### config.mk
export PLATFORM = sky130hd
export DESIGN_NAME = pfs_axil_master
export DESIGN_NICKNAME = d
export VERILOG_FILES = /design/src/rtl/pfs_axil_pkg.sv /design/src/rtl/pfs_axil_master.sv
export SDC_FILE = /design/constraint.sdc
export NUM_CORES = 1
export LEC_CHECK = 0
export BUFFER_PORTS_ARGS = -buffer_cell sky130_fd_sc_hd__buf_4
export CAP_MARGIN = 20
export CORE_UTILIZATION = 39
export CTS_CLUSTER_SIZE = 20
export DETAILED_ROUTE_END_ITERATION = 10
export HOLD_SLACK_MARGIN = 0.12
export PLACE_DENSITY = 0.72
export SLEW_MARGIN = 20
export SYNTH_ARGS = -nofsm -noshare
export SYNTH_HDL_FRONTEND = slang
export SYNTH_SLANG_ARGS = --single-unit
### constraint.sdc
create_clock -name bus_clk -period 3.1 [get_ports bus_clk]
set_input_delay 0.155 -clock bus_clk [delete_from_list [all_inputs] [get_ports bus_clk]]
set_output_delay 0.155 -clock bus_clk [all_outputs]
set_load 0.05 [all_outputs]
### src/rtl/pfs_axil_pkg.sv
// Shared types and register-map constants for the daughtercard AXI4-Lite initiator.
package pfs_axil_pkg;

    typedef enum logic [2:0] {
        IDLE    = 3'd0,
        WR      = 3'd1,
        WR_RESP = 3'd2,
        RD_ADDR = 3'd3,
        RD_DATA = 3'd4,
        RSP     = 3'd5
    } state_t;

    localparam logic [1:0] OKAY   = 2'b00;
    localparam logic [1:0] SLVERR = 2'b10;

    // Six sectors of eight 32-bit registers, followed by the timer word.
    localparam logic [9:0] SECTOR_STRIDE = 10'h020;
    localparam logic [9:0] CTRL          = 10'h000;
    localparam logic [9:0] STATUS        = 10'h004;
    localparam logic [9:0] TX            = 10'h008;
    localparam logic [9:0] RX            = 10'h00C;
    localparam logic [9:0] TX_COUNT      = 10'h010;
    localparam logic [9:0] RX_COUNT      = 10'h014;
    localparam logic [9:0] RX_PARITY     = 10'h018;
    localparam logic [9:0] RX_STPBIT     = 10'h01C;
    localparam logic [9:0] TIMER_ADDR    = 10'h0C0;

    function automatic logic [9:0] sector_reg_addr(input logic [2:0] sector, input logic [9:0] offset);
        return 10'(10'(sector) * SECTOR_STRIDE + offset);
    endfunction

endpackage

### src/rtl/pfs_axil_master.sv
// Single-outstanding AXI4-Lite initiator: one command in, one AXI transaction, one response out.
// state   | meaning
// IDLE    | ready for a command
// WR      | AW/W offered, bready high
// WR_RESP | AW and W accepted, waiting for B
// RD_ADDR | AR offered
// RD_DATA | waiting for R
// RSP     | response held until consumed
module pfs_axil_master
    import pfs_axil_pkg::*;
#(
    parameter int ADDR_W         = 10,
    parameter int DATA_W         = 32,
    parameter int TIMEOUT_CYCLES = 1024
) (
    input  logic                bus_clk,
    input  logic                rst,
    input  logic                cmd_valid,
    output logic                cmd_ready,
    input  logic                cmd_write,
    input  logic [ADDR_W-1:0]   cmd_addr,
    input  logic [DATA_W-1:0]   cmd_wdata,
    output logic                rsp_valid,
    input  logic                rsp_ready,
    output logic [DATA_W-1:0]   rsp_rdata,
    output logic [1:0]          rsp_resp,
    output logic                rsp_timeout,
    output logic [ADDR_W-1:0]   m00_axi_awaddr,
    output logic [2:0]          m00_axi_awprot,
    output logic                m00_axi_awvalid,
    input  logic                m00_axi_awready,
    output logic [DATA_W-1:0]   m00_axi_wdata,
    output logic [DATA_W/8-1:0] m00_axi_wstrb,
    output logic                m00_axi_wvalid,
    input  logic                m00_axi_wready,
    input  logic [1:0]          m00_axi_bresp,
    input  logic                m00_axi_bvalid,
    output logic                m00_axi_bready,
    output logic [ADDR_W-1:0]   m00_axi_araddr,
    output logic [2:0]          m00_axi_arprot,
    output logic                m00_axi_arvalid,
    input  logic                m00_axi_arready,
    input  logic [DATA_W-1:0]   m00_axi_rdata,
    input  logic [1:0]          m00_axi_rresp,
    input  logic                m00_axi_rvalid,
    output logic                m00_axi_rready
);

    localparam int                CNT_W     = $clog2(TIMEOUT_CYCLES + 1);
    localparam logic [CNT_W-1:0]  CNT_LAST  = CNT_W'(TIMEOUT_CYCLES - 1);
    localparam logic [ADDR_W-1:0] WORD_MASK = ~ADDR_W'(3);

    state_t              state_q, state_d;
    logic [ADDR_W-1:0]   addr_q;
    logic [DATA_W-1:0]   wdata_q;
    logic                aw_done_q, w_done_q;
    logic [CNT_W-1:0]    cnt_q;
    logic [DATA_W-1:0]   rdata_q;
    logic [1:0]          resp_q;
    logic                timeout_q;
    logic                abort;

    wire cmd_hs  = cmd_valid & cmd_ready;
    wire aw_hs   = m00_axi_awvalid & m00_axi_awready;
    wire w_hs    = m00_axi_wvalid & m00_axi_wready;
    wire b_hs    = m00_axi_bvalid & m00_axi_bready;
    wire ar_hs   = m00_axi_arvalid & m00_axi_arready;
    wire r_hs    = m00_axi_rvalid & m00_axi_rready;
    wire aw_ok   = aw_done_q | aw_hs;
    wire w_ok    = w_done_q | w_hs;
    wire expired = (cnt_q == CNT_LAST);
    wire busy    = (state_q == WR) || (state_q == WR_RESP) ||
                   (state_q == RD_ADDR) || (state_q == RD_DATA);

    always_ff @(posedge bus_clk or posedge rst) begin
        if (rst) state_q <= IDLE;
        else     state_q <= state_d;
    end

    // A handshake completing in the expiry cycle wins over the abort.
    always_comb begin
        state_d = state_q;
        abort   = 1'b0;
        case (state_q)
            IDLE:    if (cmd_hs) state_d = cmd_write ? WR : RD_ADDR;
            WR: begin
                if (aw_ok && w_ok) state_d = b_hs ? RSP : WR_RESP;
                else if (expired) begin
                    state_d = RSP;
                    abort   = 1'b1;
                end
            end
            WR_RESP: begin
                if (b_hs) state_d = RSP;
                else if (expired) begin
                    state_d = RSP;
                    abort   = 1'b1;
                end
            end
            RD_ADDR: begin
                if (ar_hs) state_d = RD_DATA;
                else if (expired) begin
                    state_d = RSP;
                    abort   = 1'b1;
                end
            end
            RD_DATA: begin
                if (r_hs) state_d = RSP;
                else if (expired) begin
                    state_d = RSP;
                    abort   = 1'b1;
                end
            end
            RSP:     if (rsp_ready) state_d = IDLE;
            default: state_d = IDLE;
        endcase
    end

    always_comb begin
        cmd_ready       = (state_q == IDLE) && !rst;
        m00_axi_awvalid = (state_q == WR) && !aw_done_q;
        m00_axi_wvalid  = (state_q == WR) && !w_done_q;
        m00_axi_bready  = (state_q == WR) || (state_q == WR_RESP);
        m00_axi_arvalid = (state_q == RD_ADDR);
        m00_axi_rready  = (state_q == RD_DATA);
        rsp_valid       = (state_q == RSP);
    end

    always_ff @(posedge bus_clk or posedge rst) begin
        if (rst) begin
            addr_q    <= '0;
            wdata_q   <= '0;
            aw_done_q <= 1'b0;
            w_done_q  <= 1'b0;
            cnt_q     <= '0;
            rdata_q   <= '0;
            resp_q    <= OKAY;
            timeout_q <= 1'b0;
        end else begin
            if (cmd_hs) begin
                addr_q    <= cmd_addr & WORD_MASK;
                wdata_q   <= cmd_wdata;
                aw_done_q <= 1'b0;
                w_done_q  <= 1'b0;
                cnt_q     <= '0;
                rdata_q   <= '0;
                resp_q    <= OKAY;
                timeout_q <= 1'b0;
            end
            if (aw_hs) aw_done_q <= 1'b1;
            if (w_hs)  w_done_q  <= 1'b1;
            if (busy && !expired) cnt_q <= cnt_q + 1'b1;
            if (b_hs) resp_q <= m00_axi_bresp;
            if (r_hs) begin
                rdata_q <= m00_axi_rdata;
                resp_q  <= m00_axi_rresp;
            end
            if (abort) begin
                rdata_q   <= '0;
                resp_q    <= SLVERR;
                timeout_q <= 1'b1;
            end
        end
    end

    // wstrb follows wvalid so every output sits at zero while idle or in reset.
    assign m00_axi_awaddr = addr_q;
    assign m00_axi_araddr = addr_q;
    assign m00_axi_awprot = 3'b000;
    assign m00_axi_arprot = 3'b000;
    assign m00_axi_wdata  = wdata_q;
    assign m00_axi_wstrb  = {(DATA_W/8){m00_axi_wvalid}};
    assign rsp_rdata      = rdata_q;
    assign rsp_resp       = resp_q;
    assign rsp_timeout    = timeout_q;

endmodule
==> After elaboration in Yosys (flattened, before gate mapping) <==
Cells that the tools add are included.
{ "op_classes": {"addsub": 1, "mul": 0, "div_mod_pow": 0, "order_cmp": 0, "n_eq_ne": 8, "n_shift": 0, "mux": 29, "bitwise_logic": 8, "reduce_logical": 20} }
{ "op_table": {"columns": ["op", "count"], "rows": [
  ["$mux W32", 3],
  ["$mux W3", 8],
  ["$mux W11", 2],
  ["$pmux W3 S6", 1],
  ["$add A11 B1 Y11 const B", 1],
  ["$eq A11 B10 Y1 const B", 1],
  ["$mux W2", 5],
  ["$mux W1", 9],
  ["$reduce_bool A2 Y1", 4],
  ["$and A1 B1 Y1", 6],
  ["$eq A3 B2 Y1 const B", 2],
  ["$eq A3 B3 Y1 const B", 2],
  ["$logic_and A1 B1 Y1", 5],
  ["$logic_not A1 Y1", 4],
  ["$pmux W1 S4", 1],
  ["$reduce_bool A4 Y1", 1],
  ["$eq A3 B1 Y1 const B", 1],
  ["$logic_not A3 Y1", 1],
  ["$logic_or A1 B1 Y1", 3],
  ["$reduce_bool A3 Y1", 1],
  ["$ne A2 B1 Y1 const B", 1],
  ["$ne A2 B2 Y1 const B", 1],
  ["$or A1 B1 Y1", 2],
  ["$reduce_and A2 Y1", 1]
]} }
{ "totals": {"regBits": 91, "latch_bits": 0, "ram_bits": 0, "mem_bits_ro": 0, "output_inout_bits": 104, "wordCells": 75, "memories": 0} }

==> Longest topological paths before layout <==
{ "depth": {"ltp_word": 8, "depth_mapped": 7, "depth_no_buf": 5} }

==> Worst setup path after synthesis <==
OpenSTA, ideal clock, no wires.
{ "synth_path": {"path_type": "register to register", "start": "register state_q[0]", "end": "register rdata_q[10] (netlist: rsp_rdata[10])", "setup_time_ns": 0.135, "arrival_ns": 2.617, "required_ns": 2.965, "slack_ns": 0.348, "stages_incl_launch_ff": 6, "path_buffers": 1, "synth_period_minus_slack_ns": 2.752, "cell_sequence": "dfrtp_1 nor3b_1 a22oi_1 a21oi_4 buf_6 o31ai_1"} }
{ "synth_via": {"elab_cells_between_ends": 26, "cone_classes": "4 x eq/ne; 7 x mux; 8 x bitwise; 7 x reduce/logical"} }
{ "synth_rtl": {"columns": ["element", "line_no", "rtl"], "rows": [
  ["start, declared", "pfs_axil_master.sv:53", "state_t state_q, state_d;"],
  ["start signal, assigned", "pfs_axil_master.sv:77", "else state_q <= state_d;"],
  ["$eq A3 B3 Y1 (*)", "pfs_axil_master.sv:125", "m00_axi_rready = (state_q == RD_DATA);"],
  ["net m00_axi_rready", "pfs_axil_master.sv:46", "output logic m00_axi_rready"],
  ["$and A1 B1 Y1", "pfs_axil_master.sv:68", "wire r_hs = m00_axi_rvalid & m00_axi_rready;"],
  ["$mux W1", "pfs_axil_master.sv:108", "if (r_hs) state_d = RSP;"],
  ["$pmux W1 S4", "pfs_axil_master.sv:84", "case (state_q)"],
  ["$reduce_bool A3 Y1 (no line) or $mux W32 (tied branches)", null, null],
  ["end signal, assigned", "pfs_axil_master.sv:155", "rdata_q <= m00_axi_rdata;"],
  ["end, declared", "pfs_axil_master.sv:58", "logic [DATA_W-1:0] rdata_q;"]
]} }
Mark *: on every way through the listed nets, which the timed path passes. The rest lies on a longest branch.
A chain may end at the register's enable or synchronous reset.

==> Final worst setup path <==
{ "layout_path": {"start": "register state_q[0]", "end": "register cnt_q[3]"} }
{ "layout_via": {"elab_chain_len": 6, "elab_cells_between_ends": 13, "cone_classes": "4 x eq/ne; 1 x mux; 1 x bitwise; 7 x reduce/logical"} }
{ "layout_rtl": {"columns": ["element", "line_no", "rtl"], "rows": [
  ["$eq A3 B1 Y1 or $eq A3 B2 Y1 (tied branches)", "pfs_axil_master.sv:72", "wire busy = (state_q == WR) || (state_q == WR_RESP) ||"],
  ["$logic_or A1 B1 Y1 (2 in series)", "pfs_axil_master.sv:72", null],
  ["$logic_or A1 B1 Y1", "pfs_axil_master.sv:73", "(state_q == RD_ADDR) || (state_q == RD_DATA);"],
  ["$logic_and A1 B1 Y1", "pfs_axil_master.sv:152", "if (busy && !expired) cnt_q <= cnt_q + 1'b1;"],
  ["$mux W11 or $reduce_bool A2 Y1 (tied branches)", null, null],
  ["end signal, assigned", "pfs_axil_master.sv:152", null],
  ["end, declared", "pfs_axil_master.sv:57", "logic [CNT_W-1:0] cnt_q;"]
]} }
Several ways; a longest one is shown, not always the timed one.

==> key figures <==
Worst hold path
  – Worst hold stages: 3
  – Type of the most critical hold path: primary input to register
  – Worst Hold Endpoint: state_q[2]$_DFFE_PP0P_
  – Hold Startpoint: m00_axi_bvalid

Setup path
  – RR Endpoint: cnt_q[3]$_DFFE_PP0P_
  – Buf+Inv Stages, Crit Path: 0
  – Reg-to-reg startpoint: state_q[0]$_DFFE_PP0P_
  – Crit path arrival time: 2.60 ns
  – CP Cell Sequence: or3_1 -> or2_2 -> o311ai_0 -> o31ai_1
  – Worst path slowest cell: or2_2
  – Critical Path RT: 3.37 ns
  – CP Capture Type: register
  – Critical Path Fanout Max: 52
  – Reg2Reg Depth: 4
  – Startpoint types: register
  – R2R setup slack: 0.77 ns
  – Max incr delay on CP: 0.83 ns
  – Critical path type: register to register
  – Crit-path leading delay family: simple AND/OR/NAND/NOR gates

Route
  – WL/cell: 14.5 um
  – Drt total wl: 12,400 um
  – Detail Route Antenna Nets: 0
  – Total number of vias: 4,218
  – Residual DRC count: 0
  – Number of iterations in the first detailed-routing pass: 4
  – DR iter-0 viols: 225
  – Vias per cell: 4.94

Power
  – Peak VDD IR: 0.751 mV
  – Pwr dens: 1130 nW/um2
  – Tot Pwr: 7.41 mW
  – P_leak: 3.31 nW

STA
  – Setup Skew: 0.0131 ns
  – Setup WS post-layout: 0.770 ns
  – FMAX: 429 MHz
  – Rel. slew slack: 33.8%
  – Final slew viol count: 0
  – Endpoints failing setup: 0
  – Worst slew pin tran: 0.993 ns
  – Fin. Hold Viols: 0
  – RSZ-0062 raised after global routing: no
  – Min Tclk post-route: 2.33 ns
  – Final period util: 75.2%
  – Setup TNS Final: 0 ns

Final layout
  – Net count, final: 802
  – Post-Layout Cell Count: 854
  – Final instance area: 6580 um2
  – Layout area overhead: 54.6%
  – Fraction of layout cells with a size suffix above 1: 29.1%
  – Antenna diodes: 0

Job
  – Total of max-cap violations: 0

Synthesis
  – Cells after Synth: 480
  – Post-synthesis cell type count: 46
  – Ys flop type: dfrtp_1
  – Sequential area share after synthesis: 53.5%
  – Synth top area cells: dfrtp_1, nand2_1, o31ai_1
  – Cell Area, Synth: 4260 um2
  – Post-synth top area share: 53.5%
  – Area leader, netlist: dfrtp_1
  – Avg Inst Size Synth: 8.87 um2
  – Number of synthesized flops with an enable pin: 0
  – Cell with the most instances after synthesis: nand2_1
  – Synth cell count leaders: nand2_1, dfrtp_1, o31ai_1, buf_4, clkbuf_1
  – Yosys reg bits: 91
  – Async SR Flop Fraction: 100%
  – Ys Warns: 0

Floorplanning
  – Die Wd: 106 um
  – Die Ht: 106 um
  – Core footprint: 10,500 um2
  – Initial Utilization: 40.7%
  – Top-Level Pins: 192
  – Row count: 37
  – Die ar.: 11,300 um2

Clock network
  – Number of setup buffers added after CTS: 0
  – CTS tree: yes
  – Later-pin clock latency in the skew report: 0.36 ns
  – CTS Buffer Depth: 2
  – Root buffer cell: clkbuf_8
  – Clock sink count: 91
  – CTS clock-pin slew for the worst setup and hold paths: 0.09 ns
  – H-tree level count: 3
  – CTS Buf Count: 9

Placement
  – Dpl ws: 0.776 ns
  – Placed Instances: 759
  – Placement Cell Area: 5570 um2
  – GPL Wtd Cong: 0.833
  – I/O Buffers: 179
  – Dpl hpwl: 7580 um

Global route
  – Pin count of the biggest net entering global routing: 71
  – GRT Total Usage: 22.9%
  – Initial antenna violation count: 0
  – First-pass GRT wire length: 20,500 um
  – Vias in the first global route: 4,316
  – Grt total ovfl: 0

Outcome
  – Status: finished clean
-- kinds of logic after synthesis --
group                    share of synthesized area, %
buffers and inverters                            7.79
XOR/XNOR                                        0.617
adder cells (fa/ha/maj)                         0.294
multiplexers                                    0.705
AND/OR/NAND/NOR                                  25.0
AO/OA/AOI/OAI                                    12.0
flip-flops                                       53.5
other                                          0.0881
-- flip-flops by register name, indices dropped and copies added (netlist names) --
register,count
m00_axi_wdata,32
rsp_timeout,1
cnt_q,11
aw_done_q,1
m00_axi_araddr,8
rsp_rdata,32
w_done_q,1
rsp_resp,2
state_q,3
-- final cells by class --
cell class,count,area [um2]
timing repair buffer,264,2200
inverter,6,23.8
fill,877,3880
clock inverter,6,88.8
tap,136,170
clock buffer,10,128
multi-input combinational,341,1690
sequential,91,2280
-- layer usage --
metal	share of wire, %	GRT usage (%)
met3	5.7	3.86
met5	0	0
met4	2.9	10.9
met2	51	39.7
met1	40	27.6
-- worst max-delay path by stage --
stage | startpoint | endpoint | slack [ns] | cells past startpoint
finish | state_q[0]$_DFFE_PP0P_ | cnt_q[3]$_DFFE_PP0P_ | 0.77 | 4
CTS | state_q[1]$_DFFE_PP0P_ | cnt_q[3]$_DFFE_PP0P_ | 0.76 | 4
floorplan | state_q[0]$_DFFE_PP0P_ | rsp_rdata[10]$_DFFE_PP0P_ | 0.35 | 5
global route | state_q[0]$_DFFE_PP0P_ | cnt_q[3]$_DFFE_PP0P_ | 0.52 | 4
detailed placement | state_q[0]$_DFFE_PP0P_ | cnt_q[3]$_DFFE_PP0P_ | 0.78 | 4
global placement | state_q[0]$_DFFE_PP0P_ | cnt_q[7]$_DFFE_PP0P_ | 0.83 | 3
-- where the power goes --
group          switching, mW  total, mW  internal, mW
registers              0.411       2.13          1.72
logic                   3.09       4.41          1.31
clock network          0.421      0.877         0.456
total                   3.92       7.41          3.49
-- metrics by stage --
stage	hold slack [ns]	utilization (%)
4_1_cts	0.135	62.9
5_1_grt	0.136	62.9
3_5_place_dp	0.338	53.3
6_report	0.154	62.9
2_1_floorplan	0.260	-
3_3_place_gp	0.336	53.3
-- cells in the final DEF, fill, tap and decap left out, types with 3 or more instances in the layout --
cell type      instances
a31o_2                 3
nor2b_1                4
o31ai_1               34
nor4_1                 3
mux2i_1                3
a21oi_1                5
buf_4                183
or3_1                  3
nand2b_1               3
conb_1                10
o211ai_1               4
clkbuf_8               9
dfrtp_1               91
inv_1                  5
dlygate4sd3_1         79
nand2_1              197
o221ai_1               3
nand3_1                9
nor2_1                13
o21ai_0               11
nor3_1                 3
-- worst min-delay path, delay by kind of cell --
kind            cells  cell delay (ns)
buf+inv             1             0.12
compound gates      1             0.10
simple gates        1             0.10
-- repair_timing --
item                      in CTS  in global routing
hold endpoints to repair     121                  0
gates resized for setup        0                  0
hold buffers                  79                  0
Power figures use the tool's default switching activity.
